==> config.mk <==
export PLATFORM = sky130hd
export DESIGN_NAME = elastic_fifo
export DESIGN_NICKNAME = d
export VERILOG_FILES = /design/src/rtl/elastic_fifo_pkg.sv /design/src/rtl/elastic_fifo.sv
export SDC_FILE = /design/constraint.sdc
export NUM_CORES = 1
export LEC_CHECK = 0
export CORE_MARGIN = 4
export CORE_UTILIZATION = 38
export CTS_CLUSTER_DIAMETER = 150
export CTS_CLUSTER_SIZE = 24
export DETAILED_ROUTE_END_ITERATION = 7
export GPL_TIMING_DRIVEN = 0
export SYNTH_ARGS = -nofsm -noshare
export SYNTH_HDL_FRONTEND = slang
export SYNTH_SLANG_ARGS = --single-unit
==> constraint.sdc <==
create_clock -name clk -period 6.8 [get_ports clk]
set_clock_uncertainty 0.15 [all_clocks]
set_input_delay 1.36 -clock clk [delete_from_list [all_inputs] [get_ports clk]]
set_output_delay 1.36 -clock clk [all_outputs]
set_load 0.005 [all_outputs]
==> src/rtl/elastic_fifo_pkg.sv <==
// Shared helpers for handshake components: pointer-width computation.
package elastic_fifo_pkg;

    // Ceiling log2. Returns 0 for value <= 1.
    function automatic int clog2(input int value);
        int result;
        result = 0;
        while ((1 << result) < value) begin
            result = result + 1;
        end
        return result;
    endfunction

endpackage

==> src/rtl/elastic_fifo.sv <==
// elastic_fifo: circular-buffer FIFO that absorbs back-pressure and cuts the
// ready path. ins_ready and outs_valid come straight from registered flags,
// so neither depends combinationally on the opposite side of the channel.
module elastic_fifo
    import elastic_fifo_pkg::*;
#(
    parameter int DATA_TYPE = 32,
    parameter int NUM_SLOTS = 4
) (
    input  logic                 clk,
    input  logic                 rst,
    input  logic [DATA_TYPE-1:0] ins,
    input  logic                 ins_valid,
    output logic                 ins_ready,
    output logic [DATA_TYPE-1:0] outs,
    output logic                 outs_valid,
    input  logic                 outs_ready
);

    localparam int PTR_W = (clog2(NUM_SLOTS) > 1) ? clog2(NUM_SLOTS) : 1;

    logic [DATA_TYPE-1:0] mem_q [0:NUM_SLOTS-1];
    logic [PTR_W-1:0]     head_q, head_d;
    logic [PTR_W-1:0]     tail_q, tail_d;
    logic                 full_q, full_d;
    logic                 empty_q, empty_d;
    logic                 push, pop;
    logic [PTR_W-1:0]     headNext, tailNext;

    // Advance a pointer by one, wrapping at the last slot (depth need not be
    // a power of two, so the wrap is explicit).
    function automatic logic [PTR_W-1:0] nextPtr(input logic [PTR_W-1:0] p);
        if (p == PTR_W'(NUM_SLOTS - 1)) begin
            return '0;
        end
        return p + PTR_W'(1);
    endfunction

    assign ins_ready  = !full_q;
    assign outs_valid = !empty_q;
    assign outs       = mem_q[head_q];

    assign push     = ins_valid & !full_q;
    assign pop      = !empty_q & outs_ready;
    assign headNext = nextPtr(head_q);
    assign tailNext = nextPtr(tail_q);

    // Next-state for pointers and flags; simultaneous push/pop keeps flags.
    always_comb begin
        head_d  = head_q;
        tail_d  = tail_q;
        full_d  = full_q;
        empty_d = empty_q;
        if (push) begin
            tail_d = tailNext;
        end
        if (pop) begin
            head_d = headNext;
        end
        if (push && !pop) begin
            empty_d = 1'b0;
            full_d  = (tailNext == head_q);
        end else if (pop && !push) begin
            full_d  = 1'b0;
            empty_d = (headNext == tail_q);
        end
    end

    // Control state with synchronous reset; stored tokens are discarded.
    always_ff @(posedge clk) begin
        if (rst) begin
            head_q  <= '0;
            tail_q  <= '0;
            full_q  <= 1'b0;
            empty_q <= 1'b1;
        end else begin
            head_q  <= head_d;
            tail_q  <= tail_d;
            full_q  <= full_d;
            empty_q <= empty_d;
        end
    end

    // Storage write on push; left untouched by reset.
    always_ff @(posedge clk) begin
        if (push && !rst) begin
            mem_q[tail_q] <= ins;
        end
    end

endmodule

# After elaboration in Yosys (flattened, before gate mapping)
# Memories as Yosys holds them, arrays and structs flattened. A register that Yosys moved wholly into a read port is not among the register bits.
# Index checks and enable logic that the tools add are counted.
[word_totals]
regBits = 6
ram_bits = 128
mem_count = 1
input_bits = 36
output_inout_bits = 34
[classes]
n_reduce_logical = 9
eq_ne = 4
bitwise = 2
muxes = 14
addsub = 2
[memory_table]
columns = ["memory", "depth", "word_bits", "rd", "rd_ports_with_merged_regs", "write_ports", "line_no", "text"]
rows = [
  ["mem_q", 4, 32, 1, 1, 1, "elastic_fifo.sv:22", "logic [DATA_TYPE-1:0] mem_q [0:NUM_SLOTS-1];"],
]
[ops]
columns = ["op", "n"]
rows = [
  ["2-bit 2-to-1 mux", 6],
  ["1-bit 2-to-1 mux", 8],
  ["1-bit zero test", 5],
  ["2-bit by 1-bit adder with 2-bit output (second input constant)", 2],
  ["2-bit equality test", 2],
  ["2-bit equality test (second input constant)", 2],
  ["1-bit logical AND", 3],
  ["1-bit bitwise AND", 2],
  ["2-bit nonzero test", 1],
]

# Depth between registers and ports, before layout
# Gate-level depths: netlist (run 1).
[logic_depth]
ltp_word = 6
ltp_mapped = 6
mapped_depth_nobuf = 6

# Worst setup path after synthesis (run 1)
# OpenSTA, ideal clock, no wires.
[synth_path]
path_kind = "in2reg"
from = "in ins_valid"
to = "mem mem_q[0][0], enable pin"
n_path_buf = 0
cell_stages = 3
setup_slack_ps = 3584
t_required_ps = 6258
arrival_ps = 2674
setup_ps = 392
path_cell_list = "nor2b_1 > nor2b_1 > and2_1"
[synth_via]
elab_chain_cells = 4
[synth_lines]
columns = ["element", "line_no", "text"]
rows = [
  ["start, declared", "elastic_fifo.sv:13", "input logic ins_valid,"],
  ["1-bit bitwise AND", "elastic_fifo.sv:43", "assign push = ins_valid & !full_q;"],
  ["1-bit logical AND", "elastic_fifo.sv:86", "if (push && !rst) begin"],
  ["1-bit 2-to-1 mux", "elastic_fifo.sv:86", ""],
  ["1-bit 2-to-1 mux (not written as such)", "elastic_fifo.sv:87", "mem_q[tail_q] <= ins;"],
  ["end, declared", "elastic_fifo.sv:22", ""],
]
# No other way between the ends.

==> impl_results.md, run 1 <==
- Power Density: 302 nW/um2
- Status: completed
- DR WL/cell: 18.0 um
- Worst skew pair latency: 410 ps
- Syn_nets: 255
- Die X: 124 um
- Vias in the first global route: 2526
- Die area: 15300 um2
- Clk buf depth: 2
- CTS HTree Levels: 4
- Unrepaired setup endpoints after global routing: false
- Crit path launch type: register
- Max Cap Viol: 0
- IO buf count: 69
- Chip height: 124 um
- Wire length of the first global-routing pass: 13600 um
- Setup bufs post-CTS: 0
- CTS tree: built
- Part of the cycle the worst path needs: 52.1%
- GPL Wtd Cong: 0.663
- DR DRC count: 0
- First-pass iteration count of the detailed router: 4
- Top area cells in the synthesized netlist: edfxtp_1, mux4_2, dfxtp_1
- Max incr delay on CP: 530 ps
- Post-Syn Area: 5090 um2
- Clk slew on worst S/H paths: 60 ps
- CP arrival: 2030 ps
- PostCTS Resize Cnt: 0
- Detailed-route via count: 2344
- Worst path cell trace: buf_6, buf_12, mux4_2, clkdlybuf4s50_1
- Most frequent cells in the layout: edfxtp_1, clkdlybuf4s50_1, mux4_2
- Total GRT Usage: 12.8%
- GR peak layer: met2
- Most common cell after layout, fill and taps aside: edfxtp_1
- Cts bufs inserted: 17
- Largest net degree at the start of global routing: 32
- Hold_ws: 368 ps
- Static Leak: 2.17 nW
- CP max FO: 10
- Crit path required time: 5290 ps
- Synth area leader: edfxtp_1
- Vias/cell: 4.75
- Met2 usage: 20.6%
- CTS Root Cell: clkbuf_16
- Hold-fix buffers, CTS: 0
- Share of cells above drive strength 1: 22.4%
- Final setup fails: 0
- Core Area: 13200 um2
- Mean Syn Cell Area: 23.9 um2
- Sequential-to-total area share from yosys stat: 78.7%
- Worst-Margin Slew: 513 ps
- VDD IR-drop max: 0.128 mV
- Gr ovfl total: 0
- Max-slew violations: 0
- Critical path type: reg -> out
- Netlist cell types: 20
- Fmax: 282 MHz
- Slowest CP cell: mux4_2
- Area growth syn-to-layout: 30.9%
- Yosys top cell area share: 75.5%
- GR met1 Demand/Resource: 15.3%
- Num rows: 42
- Worst hold path type: reg -> reg
- Initial antenna violation count: 0
- Setup TNS: 0 ps
- Synthesized instance count: 213
- Slew margin rel.: 65.8%
- Hold Fails Final Rpt: 0
- Sink Count: 136
- Met3 Usage GRT: 4.45%
- Crit path capture type: primary output
- Total power: 0.00201 W
- Top Ports: 70
- Initial Util: 38.6%
- Diode count: 0
- Dpl hpwl: 5580 um
- Total of warnings raised by yosys: 0
- Fin crit period: 3540 ps
- Final nets: 347
- Total routed wirelength: 8870 um
- Initial DRC Count: 109
- #FFs+latches synth: 136
- Post-route ant nets: 0
[sequential cells by signal, indices dropped and copies added, names as in the netlist, named ones only]
signal   flops
mem_q      128
head_q       2
tail_q       2
empty_q      1
full_q       1
[kinds of logic (layout without fill, tap and decap cells)]
kind of cell	count (synthesis)	in the layout	synth area share, %
buffers and inverters	12	116	2.06
multiplexers	36	36	15.1
XOR/XNOR	4	4	0.688
AO/OA/AOI/OAI	2	2	0.295
adder cells (fa/ha/maj)	6	6	1.47
AND/OR/NAND/NOR	17	17	1.72
flip-flops	136	136	78.7
[synth_stat cells, drive strengths merged]
cell type  number
nor3            1
xnor2           1
nand3b          1
xor2            3
mux2i           4
buf             7
nor2            7
nor2b           3
ha              6
and2            4
nand3           1
a221o           1
dfxtp           8
inv             5
o21ai           1
edfxtp        128
mux4           32
[per-layer routing]
| layer | wire (um) | vias to the layer above |
|---|---|---|
| met5 | 0 | - |
| met4 | 165 | 0 |
| met1 | 3780 | 1203 |
| li1 | - | 1071 |
| met3 | 475 | 12 |
| met2 | 4450 | 58 |
[cell type report]
class | count | area, um2
Timing Repair Buffer | 73 | 778
Clock inverter | 12 | 134
Tap cell | 176 | 220
Clock buffer | 19 | 433
Sequential cell | 136 | 4000
Multi-Input combinational cell | 65 | 986
Inverter | 5 | 18.8
Buffer | 7 | 86.3
Fill cell | 1084 | 6530
[worst paths after layout]
path | from | end | slack [ps] | cells past startpoint
worst max-delay path | register | outs[23] | 3260 | 4
worst min register to register | empty_q$_SDFFE_PP1P_ | empty_q$_SDFFE_PP1P_ | 370 | 1
worst min-delay path | empty_q$_SDFFE_PP1P_ | empty_q$_SDFFE_PP1P_ | 370 | 1
worst max register to register | full_q$_SDFFE_PP0P_ | mem_q[2][11]$_DFFE_PP_ | 4710 | 4
[power breakdown]
group | switching, W | total [W] | leakage, nW | internal [W]
clock network | 0.000314 | 0.000880 | 0.279 | 0.000566
registers | 0.00000851 | 0.000953 | 1.23 | 0.000945
logic | 0.0000692 | 0.000177 | 0.666 | 0.000107
total | 0.000391 | 0.00201 | 2.17 | 0.00162
[critical path, delay by kind of cell (launching register included)]
family,cells,cell delay (ps)
buf+inv,3,770
mux,1,530
flops,1,320
[per-stage QoR]
step / instance area [um2] / std cells / util (%) / worst slack [ps]
final: 6660 / 493 / 50.5 / 3260
after detailed placement: 6090 / 462 / 46.2 / 3130
after CTS: 6660 / 493 / 50.5 / 3210
after global routing: 6660 / 493 / 50.5 / 3150
after global placement: 6000 / 458 / 45.5 / 2340
after floorplan: 5090 / 213 / - / 3580
No activity file was read; power rests on OpenSTA's default activity.
==> run 2: changes to the inputs <==
clock period = 3.2 ns   (was 6.8 ns; I/O delays follow)
==> results of run 2 <==
Same layout as run 1 (identical final DEF). Status: completed.
Among the figures that moved: setup slack after placement 3130 ps -> 248 ps; setup slack after layout 3260 ps -> 376 ps; register-to-register setup slack 4710 ps -> 1110 ps; total power 0.00201 W -> 0.00427 W; worst IR drop on VDD 0.128 mV -> 0.271 mV
==> run 3: changes to the inputs <==
clock period = 2.3 ns   (was 3.2 ns; I/O delays follow)
==> run 3 against run 2 <==
Die area unchanged. Via count rose by 3.9%. The run now ends with setup timing left. Utilization decreased by 0.27 points. Highest routed layer unchanged. Critical path depth is the same. Clock power is 48% higher. Sequential power grew 39%. Cell area fell by 0.53%. Combinational power rose by 38%. Sequential cell count is the same. Setup slack got worse by 520 ps. Critical path type is now in -> reg.
==> impl_results.md, run 3 (synthesis results as in run 1) <==
- Largest net degree at the start of global routing: 33 (+3.1%)
- Power Density: 921 nW/um2
- Worst skew pair latency: 410 ps (about the same)
- Total power: 0.00610 W
- Crit path capture type: register
- Crit path launch type: input port
- Area growth syn-to-layout: 30.2%
- Hold Fails Final Rpt: 0 (unchanged)
- Hold_ws: 370 ps (+1.91 ps)
- Die X: 124 um (unchanged)
- Max Cap Viol: 0 (unchanged)
- Worst-Margin Slew: 915 ps (+403 ps)
- Failing checks: setup timing
- Post-route ant nets: 0 (unchanged)
- DR WL/cell: 18.5 um (+2.8%)
- Gr ovfl total: 0 (unchanged)
- Initial antenna violation count: 0 (unchanged)
- Switching pwr: 0.00121 W
- Worst slack, placed: -628 ps
- GPL Wtd Cong: 0.716 (+8.1%)
- Fillers: 1083 (-0.092%)
- Unrepaired setup endpoints after global routing: true
- First-pass iteration count of the detailed router: 4 (unchanged)
- CP max FO: 32 (+22)
- Detailed-route via count: 2436 (+3.9%)
- CP arrival: 2330 ps (+300 ps)
- CTS Root Cell: clkbuf_16
- Share of cells above drive strength 1: 35.1% (+13 points)
- Placed Area: 6010 um2 (-1.4%)
- Part of the cycle the worst path needs: 106%
- Fmax: 409 MHz
- IO buf count: 69 (unchanged)
- Max-slew violations: 0 (unchanged)
- Slew margin rel.: 39.0% (-27 points)
- Share of total power in sequential cells: 46.2% (-1.2 points)
- Initial DRC Count: 200 (+83%)
- Initial Util: 38.6% (unchanged)
- Fin area: 6630 um2 (-0.53%)
- Top reg by flops: mem_q
- Die area: 15300 um2 (unchanged)
- Int Pwr: 0.00489 W
- Most frequent cells in the layout: edfxtp_1, clkdlybuf4s50_1, mux4_2
- Max reg flops: 128 (unchanged)
- Comb power frac: 8.5% (-0.3 points)
- VDD IR-drop max: 0.589 mV
- Status: finished, violations left
- Switch share: 19.9%
- DR DRC count: 0 (unchanged)
- Sink Count: 136 (unchanged)
- Core Area: 13200 um2 (unchanged)
- Crit path required time: 2180 ps
- Final worst slack: -147 ps
- Num rows: 42 (unchanged)
- Diode count: 0 (unchanged)
- Wire length of the first global-routing pass: 14100 um (+3.1%)
- Critical path type: in -> reg
- Static Leak: 2.22 nW (+2.2%)
- Total GRT Usage: 13.1% (+0.32 points)
- Most common cell after layout, fill and taps aside: edfxtp_1
- Vias in the first global route: 2590 (+2.5%)
- Dpl hpwl: 5160 um (-7.5%)
- Top Ports: 70 (unchanged)
- Final setup fails: 147 (+147)
- CTS HTree Levels: 4 (unchanged)
- Worst hold path type: reg -> reg
- Fin crit period: 2450 ps
- Total routed wirelength: 9210 um (+3.9%)
- Final nets: 351 (+1.2%)
- Cts bufs inserted: 17 (unchanged)
- Non-filler cells in the finished layout: 498 (+1.0%)
- Clock share of power: 45.3% (+1.5 points)
- Chip height: 124 um (unchanged)
- Clk slew on worst S/H paths: 50 ps (about the same)
- Top flop regs: mem_q: 128 flops, head_q: 2 flops, tail_q: 2 flops
- Vias/cell: 4.89 (+2.9%)
- Placed Cells: 458 (-0.87%)
- Clk buf depth: 2 (unchanged)
- CTS tree: built
## run 3: cell count changes in the layout (fill, tap and decap cells not counted), sizes merged
cell	before	now
buf	11	46
bufinv	3	4
clkbuf	19	18
clkdlybuf4s50	69	37
clkinv	8	9
clkinvlp	1	2
## run 3: final cells by class
class                           instances  area, um2  share of cell area [%]
Multi-Input combinational cell         65        978                    14.8
Sequential cell                       136       4010                    60.5
Tap cell                              176        220                    3.32
Buffer                                  7       95.1                    1.44
Clock buffer                           17        425                    6.42
Inverter                                5       18.8                   0.283
Clock inverter                         15        184                    2.78
Timing Repair Buffer                   77        698                    10.5
## run 3: worst max-delay path, cell delays in order
cell and delay [ps]:
clkdlybuf4s50_1 460, nor2b_1 330, nor2b_1 270, and2_2 770
## run 3: per-stage QoR
step	TNS, ps	util [%]
3_3_place_gp	-77440	45.5
6_report	-18060	50.2
2_1_floorplan	0	-
5_1_grt	-38400	50.2
4_1_cts	-24310	50.3
3_5_place_dp	-79840	45.5
## run 3: what timing repair did
action                     CTS  global route
setup buffers                6             1
cloned                       3             0
resized for setup          140             7
setup endpoints to repair  160           157
hold buffers                 0             0
## run 3: routing by layer
layer | GRT usage (%) | part of all wire, %
met5 | 0 | 0
met4 | 6.23 | 2.3
met3 | 4.90 | 6.7
met2 | 19.9 | 49
met1 | 16.6 | 42
## run 3: power by group through the flow
stage	clock network, W	registers [W]	logic, W
6_report	0.00276	0.00282	0.000518
5_1_grt	0.00294	0.00283	0.000564
4_1_cts	0.00282	0.00282	0.000539
3_5_place_dp	0	0.00287	0.000520
3_3_place_gp	0	0.00287	0.000514
2_1_floorplan	0	0.00286	0.000250
## run 3: final timing paths
path / from / depth (start not counted) / slack (ps) / endpoint
worst min register to register: empty_q$_SDFFE_PP1P_ / 1 / 370 / empty_q$_SDFFE_PP1P_
worst max-delay path: ins_valid / 4 / -150 / mem_q[3][28]$_DFFE_PP_
worst max register to register: full_q$_SDFFE_PP0P_ / 3 / 60 / mem_q[3][28]$_DFFE_PP_
worst min-delay path: empty_q$_SDFFE_PP1P_ / 1 / 370 / empty_q$_SDFFE_PP1P_
